## config.mk

```make
export PLATFORM = sky130hd
export DESIGN_NAME = bus_arbiter
export DESIGN_NICKNAME = d
export VERILOG_FILES = /design/src/rtl/bus_arb_pkg.sv /design/src/rtl/bus_arbiter_rr_picker.sv /design/src/rtl/bus_arbiter.sv
export SDC_FILE = /design/constraint.sdc
export NUM_CORES = 1
export LEC_CHECK = 0
export CAP_MARGIN = 30
export CORE_MARGIN = 2
export CORE_UTILIZATION = 53
export CTS_CLUSTER_DIAMETER = 150
export DETAILED_ROUTE_END_ITERATION = 7
export PLACE_DENSITY = 0.81
export REMOVE_ABC_BUFFERS = 1
export SETUP_SLACK_MARGIN = 0.05
export SYNTH_ARGS = -nofsm -noshare
export SYNTH_HDL_FRONTEND = slang
export SYNTH_SLANG_ARGS = --single-unit
```

## constraint.sdc

```tcl
create_clock -name clock -period 1.85 [get_ports clock]
set_input_delay 0.2775 -clock clock [delete_from_list [all_inputs] [get_ports clock]]
set_output_delay 0.2775 -clock clock [all_outputs]
set_load 0.02 [all_outputs]
```

## src/rtl/bus_arb_pkg.sv

```systemverilog
// rtl/bus_arb_pkg.sv - shared state type, defaults and helpers for the system bus arbiter
package bus_arb_pkg;

    typedef enum logic [1:0] {
        IDLE     = 2'd0,
        OWNED    = 2'd1,
        HANDOVER = 2'd2
    } arb_state_e;

    localparam int NUM_MASTERS_DEFAULT = 3;
    localparam int TIMEOUT_DEFAULT     = 4095;
    localparam int BRIDGE_MASTER       = 2;

    // Index width that stays legal even for a single requester
    function automatic int idx_width(input int n);
        return (n > 1) ? $clog2(n) : 1;
    endfunction

endpackage

```

## src/rtl/bus_arbiter_rr_picker.sv

```systemverilog
// rtl/bus_arbiter_rr_picker.sv - combinational round-robin winner picker with forced override
module rr_picker
    import bus_arb_pkg::*;
#(
    parameter int N  = NUM_MASTERS_DEFAULT,
    parameter int IW = idx_width(N)
) (
    input  logic [N-1:0]  eligible,
    input  logic [IW-1:0] last,
    input  logic          forced_valid,
    input  logic [IW-1:0] forced_idx,
    output logic [N-1:0]  winner,
    output logic          valid
);

    // A forced index wins outright; otherwise take the first eligible bit after last, wrapping
    always_comb begin
        logic [IW-1:0] idx;
        winner = '0;
        valid  = 1'b0;
        idx    = last;
        if (forced_valid) begin
            winner[forced_idx] = 1'b1;
            valid              = 1'b1;
        end else begin
            for (int i = 0; i < N; i++) begin
                idx = (idx == IW'(N - 1)) ? '0 : idx + 1'b1;
                if (!valid && eligible[idx]) begin
                    winner[idx] = 1'b1;
                    valid       = 1'b1;
                end
            end
        end
    end

endmodule

```

## src/rtl/bus_arbiter.sv

```systemverilog
// rtl/bus_arbiter.sv - round-robin bus arbiter with dead-cycle handover and hold timeout; split parking under BUS_ARB_SPLIT_EN
module bus_arbiter
    import bus_arb_pkg::*;
#(
    parameter int NUM_MASTERS = NUM_MASTERS_DEFAULT,
    parameter int TIMEOUT     = TIMEOUT_DEFAULT
) (
    input  logic                              clock,
    input  logic                              rst,
    input  logic [NUM_MASTERS-1:0]            req,
    input  logic [NUM_MASTERS-1:0]            release_pulse,
    input  logic                              split,
    input  logic                              split_ready,
    output logic [NUM_MASTERS-1:0]            grant,
    output logic [idx_width(NUM_MASTERS)-1:0] msel,
    output logic                              bus_busy,
    output logic                              timeout_err
);

    localparam int            IW         = idx_width(NUM_MASTERS);
    localparam int            CW         = $clog2(TIMEOUT + 1);
    localparam logic [CW-1:0] HOLD_LAST  = CW'(TIMEOUT - 1);
    localparam logic [CW-1:0] HOLD_MAX   = CW'(TIMEOUT);
    localparam logic [IW-1:0] LAST_RESET = IW'(NUM_MASTERS - 1);

    arb_state_e             state_q, state_d;
    logic [NUM_MASTERS-1:0] grant_q, grant_d;
    logic [IW-1:0]          msel_q, msel_d;
    logic                   busy_q, busy_d;
    logic                   terr_q, terr_d;
    logic [IW-1:0]          last_q, last_d;
    logic [CW-1:0]          hold_q, hold_d;
    logic [NUM_MASTERS-1:0] parked_q;
    logic                   resumable_q;

    logic [NUM_MASTERS-1:0] eligible;
    logic [NUM_MASTERS-1:0] pick_oh;
    logic                   pick_valid;
    logic [IW-1:0]          pick_idx;
    logic [IW-1:0]          parked_idx;
    logic                   forced_valid;
    logic                   split_allowed;
    logic                   owner_done;
    logic                   timeout_hit;
    logic                   split_hit;
    logic                   take_grant;
    logic                   leave_owned;

    // A resumable parked master jumps the queue only while it still requests
    assign eligible     = req & ~parked_q;
    assign forced_valid = resumable_q && ((req & parked_q) != '0);

    rr_picker #(
        .N  (NUM_MASTERS),
        .IW (IW)
    ) u_picker (
        .eligible     (eligible),
        .last         (last_q),
        .forced_valid (forced_valid),
        .forced_idx   (parked_idx),
        .winner       (pick_oh),
        .valid        (pick_valid)
    );

    // One-hot to binary for the picked winner and the parked master
    always_comb begin
        pick_idx   = '0;
        parked_idx = '0;
        for (int i = 0; i < NUM_MASTERS; i++) begin
            if (pick_oh[i]) begin
                pick_idx = IW'(i);
            end
            if (parked_q[i]) begin
                parked_idx = IW'(i);
            end
        end
    end

    // Owner exit conditions, highest priority first: release/req-drop, timeout, split
    always_comb begin
        owner_done  = 1'b0;
        timeout_hit = 1'b0;
        split_hit   = 1'b0;
        if (state_q == OWNED) begin
            if (release_pulse[msel_q] || !req[msel_q]) begin
                owner_done = 1'b1;
            end else if (hold_q == HOLD_LAST) begin
                timeout_hit = 1'b1;
            end else if (split_allowed) begin
                split_hit = 1'b1;
            end
        end
    end

    assign leave_owned = owner_done || timeout_hit || split_hit;
    assign take_grant  = (state_q != OWNED) && pick_valid;

    // FSM state register
    always_ff @(posedge clock or negedge rst) begin
        if (!rst) begin
            state_q <= IDLE;
        end else begin
            state_q <= state_d;
        end
    end

    // FSM next state: IDLE and HANDOVER both run selection; HANDOVER only exists for the dead cycle
    always_comb begin
        state_d = state_q;
        case (state_q)
            IDLE, HANDOVER: state_d = pick_valid ? OWNED : IDLE;
            OWNED:          state_d = leave_owned ? HANDOVER : OWNED;
            default:        state_d = IDLE;
        endcase
    end

    // FSM outputs: load a new owner, hold it, or drop to no grant; hold counter saturates
    always_comb begin
        grant_d = grant_q;
        msel_d  = msel_q;
        hold_d  = hold_q;
        last_d  = last_q;
        terr_d  = timeout_hit;
        if (take_grant) begin
            grant_d = pick_oh;
            msel_d  = pick_idx;
            hold_d  = '0;
            last_d  = pick_idx;
        end else if (state_q == OWNED) begin
            if (leave_owned) begin
                grant_d = '0;
                msel_d  = '0;
            end
            if (hold_q != HOLD_MAX) begin
                hold_d = hold_q + 1'b1;
            end
        end else begin
            grant_d = '0;
            msel_d  = '0;
        end
        busy_d = (grant_d != '0);
    end

    // Registered outputs and round-robin bookkeeping
    always_ff @(posedge clock or negedge rst) begin
        if (!rst) begin
            grant_q <= '0;
            msel_q  <= '0;
            busy_q  <= 1'b0;
            terr_q  <= 1'b0;
            last_q  <= LAST_RESET;
            hold_q  <= '0;
        end else begin
            grant_q <= grant_d;
            msel_q  <= msel_d;
            busy_q  <= busy_d;
            terr_q  <= terr_d;
            last_q  <= last_d;
            hold_q  <= hold_d;
        end
    end

`ifdef BUS_ARB_SPLIT_EN
    logic [NUM_MASTERS-1:0] parked_d;
    logic                   resumable_d;

    // Only one master can be parked at a time; further splits leave the owner in place
    assign split_allowed = split && (parked_q == '0);

    // Park on split, mark resumable on ready, unpark on forced grant or when it stops requesting
    always_comb begin
        parked_d    = parked_q;
        resumable_d = resumable_q;
        if (split_hit) begin
            parked_d    = grant_q;
            resumable_d = 1'b0;
        end
        if (split_ready && (parked_q != '0)) begin
            resumable_d = 1'b1;
        end
        if (resumable_q && ((req & parked_q) == '0)) begin
            parked_d    = '0;
            resumable_d = 1'b0;
        end
        if (take_grant && forced_valid) begin
            parked_d    = '0;
            resumable_d = 1'b0;
        end
    end

    // Parking state register
    always_ff @(posedge clock or negedge rst) begin
        if (!rst) begin
            parked_q    <= '0;
            resumable_q <= 1'b0;
        end else begin
            parked_q    <= parked_d;
            resumable_q <= resumable_d;
        end
    end
`else
    logic unused_split_inputs;

    assign parked_q            = '0;
    assign resumable_q         = 1'b0;
    assign split_allowed       = 1'b0;
    assign unused_split_inputs = split ^ split_ready;
`endif

    assign grant       = grant_q;
    assign msel        = msel_q;
    assign bus_busy    = busy_q;
    assign timeout_err = terr_q;

endmodule

```

# Yosys cells after proc, flatten, opt, wreduce, memory -nomap -nowiden
# Index checks and enable logic that the tools add are counted.
# op_classes
add_sub_neg,4
magnitude_cmp,7
n_eq_ne,9
mux,44
bitwise_logic,2
reduce_logical,17
# op_table
cell,n
12-bit two-way mux,3
1-bit two-way mux,18
3-bit two-way mux,6
2-bit two-way mux,8
"12-bit by 1-bit adder with 12-bit output, second input constant",1
"12-bit equality test, second input constant",1
"2-bit by 3-bit less-than comparator with 1-bit output, second input constant",4
"12-bit inequality test, second input constant",1
1-bit binary-select mux with 2-bit select,5
"2-bit equality test, second input constant",4
"2-bit by 1-bit adder with 2-bit output, second input constant",3
1-bit demux with 2-bit select,3
"2-bit by 1-bit >= comparator with 1-bit output, second input constant",3
1-bit logical AND,6
3-bit OR,2
2-bit one-hot mux with 2 select lines,1
2-bit nonzero test,2
1-bit logical NOT,3
"3-bit by 2-bit inequality test with 1-bit output, second input constant",1
3-bit nonzero test,1
"2-bit by 1-bit equality test with 1-bit output, second input constant",1
2-bit logical NOT,1
1-bit logical OR,2
"2-bit by 1-bit inequality test with 1-bit output, second input constant",1
2 further kinds,2
# word_totals
register_bits,23
inputBits,10
output_inout_bits,7
wordCells,90

# Logic depth before layout (Yosys ltp)
# Gate-level depths: netlist (run 1).
# depth
ltp_word,15
mapped_depth,6

# Cells and area by module
# Synthesis (run 1) repeated with hierarchy kept, for this count alone.
# unflattened
hier_cells,144
hier_area_um2,1293.7
# modules_own_cells
module,instances,cells_per_inst,area_each_um2,seq_area_each_um2
bus_arbiter,1,125,1193.6,576.8
rr_picker,1,19,100.1,0.0

# Worst setup path after synthesis (run 1)
# Ideal clock, no wire load.
# synth_path
kind,register to register
startpoint,register hold_q[1]
endpoint,register hold_q[10]
t_arrival_ns,1.536
t_required_ns,1.772
path_slack_ns,0.237
stages_incl_launch_ff,6
synth_period_minus_slack_ns,1.613
path_cell_list,dfrtp_1 -> ha_1 -> and3b_1 -> o311ai_0 -> or3_1 -> a21oi_1
# synth_via
elab_chain_cells,4
# synth_rtl
element,line,text
start: declaration,bus_arbiter.sv:32,"logic [CW-1:0] hold_q, hold_d;"
start signal: assignment,bus_arbiter.sv:159,hold_q <= hold_d;
12-bit by 1-bit adder with 12-bit output,bus_arbiter.sv:135,hold_d = hold_q + 1'b1;
12-bit two-way mux,bus_arbiter.sv:134,if (hold_q != HOLD_MAX) begin
12-bit two-way mux,bus_arbiter.sv:129,end else if (state_q == OWNED) begin
12-bit two-way mux,bus_arbiter.sv:124,if (take_grant) begin
# Parallel ways exist; a longest one is shown, timed or not. The select of a mux whose other input is x is not followed.
# A chain may end at the register's enable or synchronous reset.

# Final worst setup path (run 1)
# layout_path
startpoint,"register msel_q[0], in the netlist msel[0]"
endpoint,output port msel[0]
# layout_lines
element,line,text
start: declaration,bus_arbiter.sv:28,"logic [IW-1:0] msel_q, msel_d;"
start signal: assignment,bus_arbiter.sv:155,msel_q <= msel_d;
end: declaration,bus_arbiter.sv:15,"output logic [idx_width(NUM_MASTERS)-1:0] msel,"
# No word-level cell between the ends.

==> results of run 1 <==
-- layout make-up --
class / instances / area (um^2)
Fill cell: 179 / 738.2
Sequential cell: 23 / 576.8
Timing Repair Buffer: 22 / 200.2
Tap cell: 28 / 35.03
Clock inverter: 1 / 7.507
Clock buffer: 3 / 22.52
Inverter: 4 / 15.01
Multi-Input combinational cell: 99 / 595.6
-- cell families (layout without fill, tap and decap cells) --
family | count (synthesis) | count (layout) | synth area share
AO/OA/AOI/OAI | 38 | 38 | 0.1949
XOR/XNOR | 1 | 1 | 0.007218
adder cells (fa/ha/maj) | 2 | 2 | 0.02062
buffers and inverters | 7 | 30 | 0.03401
flip-flops | 23 | 23 | 0.4753
multiplexers | 1 | 1 | 0.008248
AND/OR/NAND/NOR | 57 | 57 | 0.2598
-- power breakdown --
| group | internal [mW] | total, mW | switching (mW) |
|---|---|---|---|
| clock network | 0.0829 | 0.249 | 0.166 |
| logic | 0.322 | 0.756 | 0.434 |
| registers | 0.635 | 0.744 | 0.109 |
-- cells in the mapped netlist (2+ instances only) --
cell	instances	share of area
and4_1	3	0.022
nor3_1	3	0.012
o311ai_0	2	0.014
nand4_1	5	0.026
inv_1	4	0.012
or3_1	5	0.026
o21ai_0	11	0.045
o31ai_1	3	0.019
dfrtp_1	22	0.45
or4_1	2	0.012
nand2b_1	3	0.015
o211ai_1	4	0.025
nor2_1	8	0.025
a21oi_1	10	0.041
nand2_1	14	0.043
buf_6	2	0.019
a31oi_1	2	0.010
nand3_1	6	0.025
ha_1	2	0.021
-- what timing repair did --
action,in CTS,in global routing
setup buffers,0,0
endpoints found under the setup margin,0,2
gates resized for setup,0,1
-- cell usage in the layout (no fill, tap or decap), drive strengths merged, types with 2 or more instances in the layout --
| cell | n |
|---|---|
| ha | 2 |
| o311ai | 2 |
| nor2 | 8 |
| or3 | 5 |
| nor3 | 3 |
| buf | 8 |
| a31oi | 2 |
| or4 | 2 |
| o21ai | 11 |
| nand2b | 3 |
| nand4 | 5 |
| o31ai | 3 |
| dfrtp | 22 |
| and4 | 4 |
| inv | 4 |
| o211ai | 4 |
| and2 | 3 |
| a21oi | 10 |
| nand2 | 14 |
| nand3 | 6 |
| clkbuf | 3 |
| clkdlybuf4s50 | 14 |
-- stage by stage --
stage / instances / setup slack (ps) / hold WS, ps / instance area [um^2] / power [mW]
6_report: 180 / 180.4 / 287.3 / 1453 / 1.748
3_5_place_dp: 176 / 19.94 / 511.9 / 1423 / 1.504
5_1_grt: 180 / 96.57 / 283.0 / 1453 / 1.869
2_1_floorplan: 126 / 236.6 / -18.09 / 1187 / 1.160
4_1_cts: 180 / 133.3 / 289.8 / 1453 / 1.748
3_3_place_gp: 176 / 75.35 / 492.5 / 1423 / 1.467
-- per-layer routing --
layer,vias up,GRT usage
met5,-,0
met4,0,0.1096
met3,5,0.06322
met2,20,0.4473
met1,539,0.2678
li1,534,-
-- worst max-delay path by stage --
stage / from / cells after the start / endpoint
floorplan: hold_q[1]$_DFFE_PN0P_ / 5 / hold_q[10]$_DFFE_PN0P_
global placement: req[2] / 5 / grant[0]$_DFF_PN0_
detailed placement: req[0] / 6 / grant[0]$_DFF_PN0_
CTS: hold_q[8]$_DFFE_PN0P_ / 5 / hold_q[4]$_DFFE_PN0P_
global route: hold_q[10]$_DFFE_PN0P_ / 4 / hold_q[11]$_DFFE_PN0P_
finish: msel[0]$_DFFE_PN0P_ / 1 / msel[0]
-- sequential cells by signal, summed over array words and instances, names as in the netlist --
name         count
msel             2
hold_q          12
bus_busy         1
grant            3
last_q           2
timeout_err      1
state_q          2
==> flow_summary.json, run 1 <==
{
  "status": "complete, no violations",
  "die_w_um": 51.86,
  "grt_start_max_net_pins": 24,
  "area_delta_synth_final_pct": 19.69,
  "endpoint_kind": "output port",
  "start_kind": "flop",
  "cts_tree": "done",
  "rows": 17,
  "path_class": "flop to output port",
  "synth_edf_count": 0,
  "die_h_um": 51.86,
  "routabilityCongestion": 0.8097,
  "min_period_over_period": 0.9025,
  "clock_latency_ps": 330,
  "num_io_pins": 17,
  "die_area_um2": 2689,
  "drtPass1Iterations": 4,
  "r2r_setup_slack_ps": 200,
  "worst-path-buf-inv": 1,
  "numCtsBuffers": 3,
  "hold_class": "primary input to asynchronous set/reset pin",
  "route.final.wire_length_um": 2880,
  "synth_area_um2": 1214,
  "wl_met1_um": 1205,
  "p_per_area_nw_per_um2": 1204,
  "tightest_slew_ps": 443.0,
  "worstPathRequired_ps": 1570,
  "routed_via_density": 6.100,
  "core_um2": 2191,
  "ant_nets": 0,
  "r2r_end": "hold_q[11]$_DFFE_PN0P_",
  "timing.fmax_mhz": 598.9,
  "hold_viol_final": 0,
  "final_util": 0.6631,
  "skew_ps": 6.379,
  "cts-hold-fix-buffers": 0,
  "peakVddDrop_uv": 861.0,
  "antenna_found_initial": 0,
  "avgSynthCellArea_um2": 9.408,
  "yosysUniqueCellTypes": 37,
  "clk_pin_slew_worst_paths_ps": 130,
  "drt-initial-drc-count": 20,
  "path_max_fanout": 5,
  "dp.final_hpwl_um": 2135,
  "fin_nets": 165,
  "synth_warnings": 0,
  "synthFlopType": "dfrtp_1",
  "wl_per_cell_um": 16.00,
  "drive_gt1_frac": 0.1053,
  "start_util": 0.5540,
  "grt.total_usage": 0.2472,
  "final.min_clock_period_ps": 1670,
  "drc": 0,
  "antenna_cells": 0,
  "syn_inst": 129,
  "wl_met3_um": 89,
  "clock-sinks": 23,
  "cts_buffer_depth": 2,
  "setup_violations": 0,
  "power_leakage_nw": 0.6091,
  "ctsRootBufferMaster": "clkbuf_4",
  "synth.ff_latch_count": 23,
  "top_layer": "met4",
  "r2r_start": "hold_q[10]$_DFFE_PN0P_",
  "path_cells": "clkdlybuf4s50_1",
  "slew_viol_final": 0,
  "relSlewSlack": 0.7000,
  "num_vias": 1098,
  "cpLargestDelayFamily": "buffers and inverters",
  "r2r_cells": 4,
  "wl_met2_um": 1541,
  "rsz0062_at_grt": "false",
  "drv_cap": 0,
  "synthArstFlopShare": 1.000,
  "grt_pass1_vias": 1068,
  "cp_slowest_cell": "clkdlybuf4s50_1",
  "io_buffers": 14,
  "gr-total-overflow": 0,
  "synth_seq_area_share": 0.4753,
  "arrival_ps": 1390,
  "grt_first_pass_wirelength_um": 4767,
  "cts_max_level": 1,
  "max_stage_delay_ps": 630,
  "setup-tns-final_ps": 0
}
(Power assumes the default switching activity.)
==> run 2: changes to the inputs <==
--- a/config.mk
+++ b/config.mk
@@ -7,10 +7,10 @@
 export LEC_CHECK = 0
 export CAP_MARGIN = 30
 export CORE_MARGIN = 2
-export CORE_UTILIZATION = 53
+export CORE_UTILIZATION = 35
 export CTS_CLUSTER_DIAMETER = 150
 export DETAILED_ROUTE_END_ITERATION = 7
-export PLACE_DENSITY = 0.81
+export PLACE_DENSITY = 0.58
 export REMOVE_ABC_BUFFERS = 1
 export SETUP_SLACK_MARGIN = 0.05
 export SYNTH_ARGS = -nofsm -noshare
==> constraint.sdc (replaced) <==
create_clock -name clock -period 1.85 [get_ports clock]
set_input_delay 0.2775 -clock clock [delete_from_list [all_inputs] [get_ports clock]]
set_output_delay 0.2775 -clock clock [all_outputs]
set_load 0.01 [all_outputs]
==> run 2 against run 1 <==
- sequential cell count is the same
- largest power group is now registers
- maximum frequency grew 1.3%
- largest cell class unchanged
- critical path depth rose by 3
- highest routed layer unchanged
- combinational power decreased by 3.2%
==> flow_summary.json, run 2 (synthesis results as in run 1) <==
{
  "status": "complete, no violations",
  "fin_nets": 167,
  "route.final.wire_length_um": 2824,
  "largest-register": "hold_q",
  "numCtsBuffers": 3,
  "start_util": 0.3637,
  "area_delta_synth_final_pct": 22.78,
  "relSlewSlack": 0.6823,
  "setup-tns-final_ps": 0,
  "final.min_clock_period_ps": 1648,
  "drc": 0,
  "hold_class": "primary input to asynchronous set/reset pin",
  "start_kind": "flop",
  "clock-sinks": 23,
  "dp.final_hpwl_um": 2075,
  "tightest_slew_ps": 469.1,
  "whs_ps": 288.5,
  "grt_first_pass_wirelength_um": 4733,
  "r2r_setup_slack_ps": 200,
  "ant_nets": 0,
  "grt_start_max_net_pins": 24,
  "routed_via_density": 5.650,
  "cts_max_level": 1,
  "timing.fmax_mhz": 606.6,
  "cts_resized": 0,
  "num_io_pins": 17,
  "path_class": "flop to flop",
  "antenna_cells": 0,
  "p_per_area_nw_per_um2": 1159,
  "max_stage_delay_ps": 460,
  "worstPathRequired_ps": 2110,
  "grt_pass1_vias": 1048,
  "r2r_cells": 4,
  "path_max_fanout": 10,
  "num_vias": 1130,
  "hold_viol_final": 0,
  "wl_per_cell_um": 14.12,
  "die_h_um": 62.89,
  "rows": 21,
  "cts_tree": "done",
  "endpoint_kind": "flop",
  "antenna_found_initial": 0,
  "cts-hold-fix-buffers": 0,
  "setup_violations": 0,
  "core_um2": 3337,
  "r2r_start": "hold_q[9]$_DFFE_PN0P_",
  "post_cts_buffers": 0,
  "grt.total_usage": 0.1492,
  "drive_gt1_frac": 0.1169,
  "ctsRootBufferMaster": "clkbuf_4",
  "cp_slowest_cell": "dfrtp_1",
  "peakVddDrop_uv": 584.6,
  "drtPass1Iterations": 4,
  "path_cells": "and4_1 > and4_4 > or4_1 > a21oi_1",
  "clock_latency_ps": 320,
  "drv_cap": 0,
  "mostFrequentLayoutCells": "22 x dfrtp_1, 14 x nand2_1, 14 x clkdlybuf4s50_1",
  "drt-initial-drc-count": 75,
  "arrival_ps": 1900,
  "io_buffers": 14,
  "skew_ps": 3.788,
  "die_w_um": 62.89,
  "min_period_over_period": 0.8910,
  "power_leakage_nw": 0.6194,
  "clk_pin_slew_worst_paths_ps": 140,
  "rsz0062_at_grt": "false",
  "die_area_um2": 3955,
  "r2r_end": "hold_q[11]$_DFFE_PN0P_",
  "gr-total-overflow": 0,
  "slew_viol_final": 0,
  "largest_reg_flops": 12,
  "cts_buffer_depth": 2,
  "final_common_cell": "dfrtp_1",
  "routabilityCongestion": 0.8016
}
[run 2: cell count changes in the layout (fill, tap and decap cells not counted)]
cell,before,now
buf_4,8,10
[run 2: stage by stage]
step | power [mW] | setup WS (ps) | cells | cell area (um^2) | utilization
after floorplan | 1.114 | 236.6 | 126 | 1187 | -
after global placement | 1.457 | 58.49 | 196 | 1460 | 0.4376
after detailed placement | 1.478 | 5.094 | 196 | 1460 | 0.4376
after CTS | 1.733 | 163.9 | 200 | 1490 | 0.4466
after global routing | 1.853 | 102.9 | 200 | 1490 | 0.4466
final | 1.727 | 201.6 | 200 | 1490 | 0.4466
[run 2: power breakdown]
| group | switching, mW | internal [mW] | total (mW) |
|---|---|---|---|
| combinational | 0.393 | 0.338 | 0.732 |
| sequential | 0.109 | 0.635 | 0.744 |
| clock | 0.168 | 0.0825 | 0.250 |
| total | 0.671 | 1.06 | 1.73 |
[run 2: worst max path at each step]
stage | from | to
6_report | hold_q[9]$_DFFE_PN0P_ | hold_q[11]$_DFFE_PN0P_
5_1_grt | hold_q[10]$_DFFE_PN0P_ | hold_q[11]$_DFFE_PN0P_
4_1_cts | hold_q[8]$_DFFE_PN0P_ | hold_q[4]$_DFFE_PN0P_
3_5_place_dp | req[2] | msel[1]$_DFFE_PN0P_
3_3_place_gp | req[2] | msel[1]$_DFFE_PN0P_
2_1_floorplan | hold_q[1]$_DFFE_PN0P_ | hold_q[10]$_DFFE_PN0P_
[run 2: cell type report]
class,instances,area [um^2]
timing repair buffer,24,215.2
tap,46,57.56
sequential,23,576.8
multi-input combinational,99,595.6
clock buffer,3,22.52
fill,351,1847
inverter,4,15.01
clock inverter,1,7.507
[run 2: critical path, delay by kind of cell (launching register included)]
family	cells	cell delay (ps)
flip-flops	1	460
AND/OR/NAND/NOR	3	960
AO/OA/AOI/OAI	1	160
[run 2: metal layers]
layer | wire length (um) | up-vias | track usage | part of all wire
met3 | 126 | 4 | 0.03964 | 0.045
met2 | 1354 | 28 | 0.2566 | 0.48
met4 | 36 | 0 | 0.03333 | 0.013
li1 | - | 541 | - | -
met5 | 0 | - | 0 | 0
met1 | 1305 | 557 | 0.1863 | 0.46
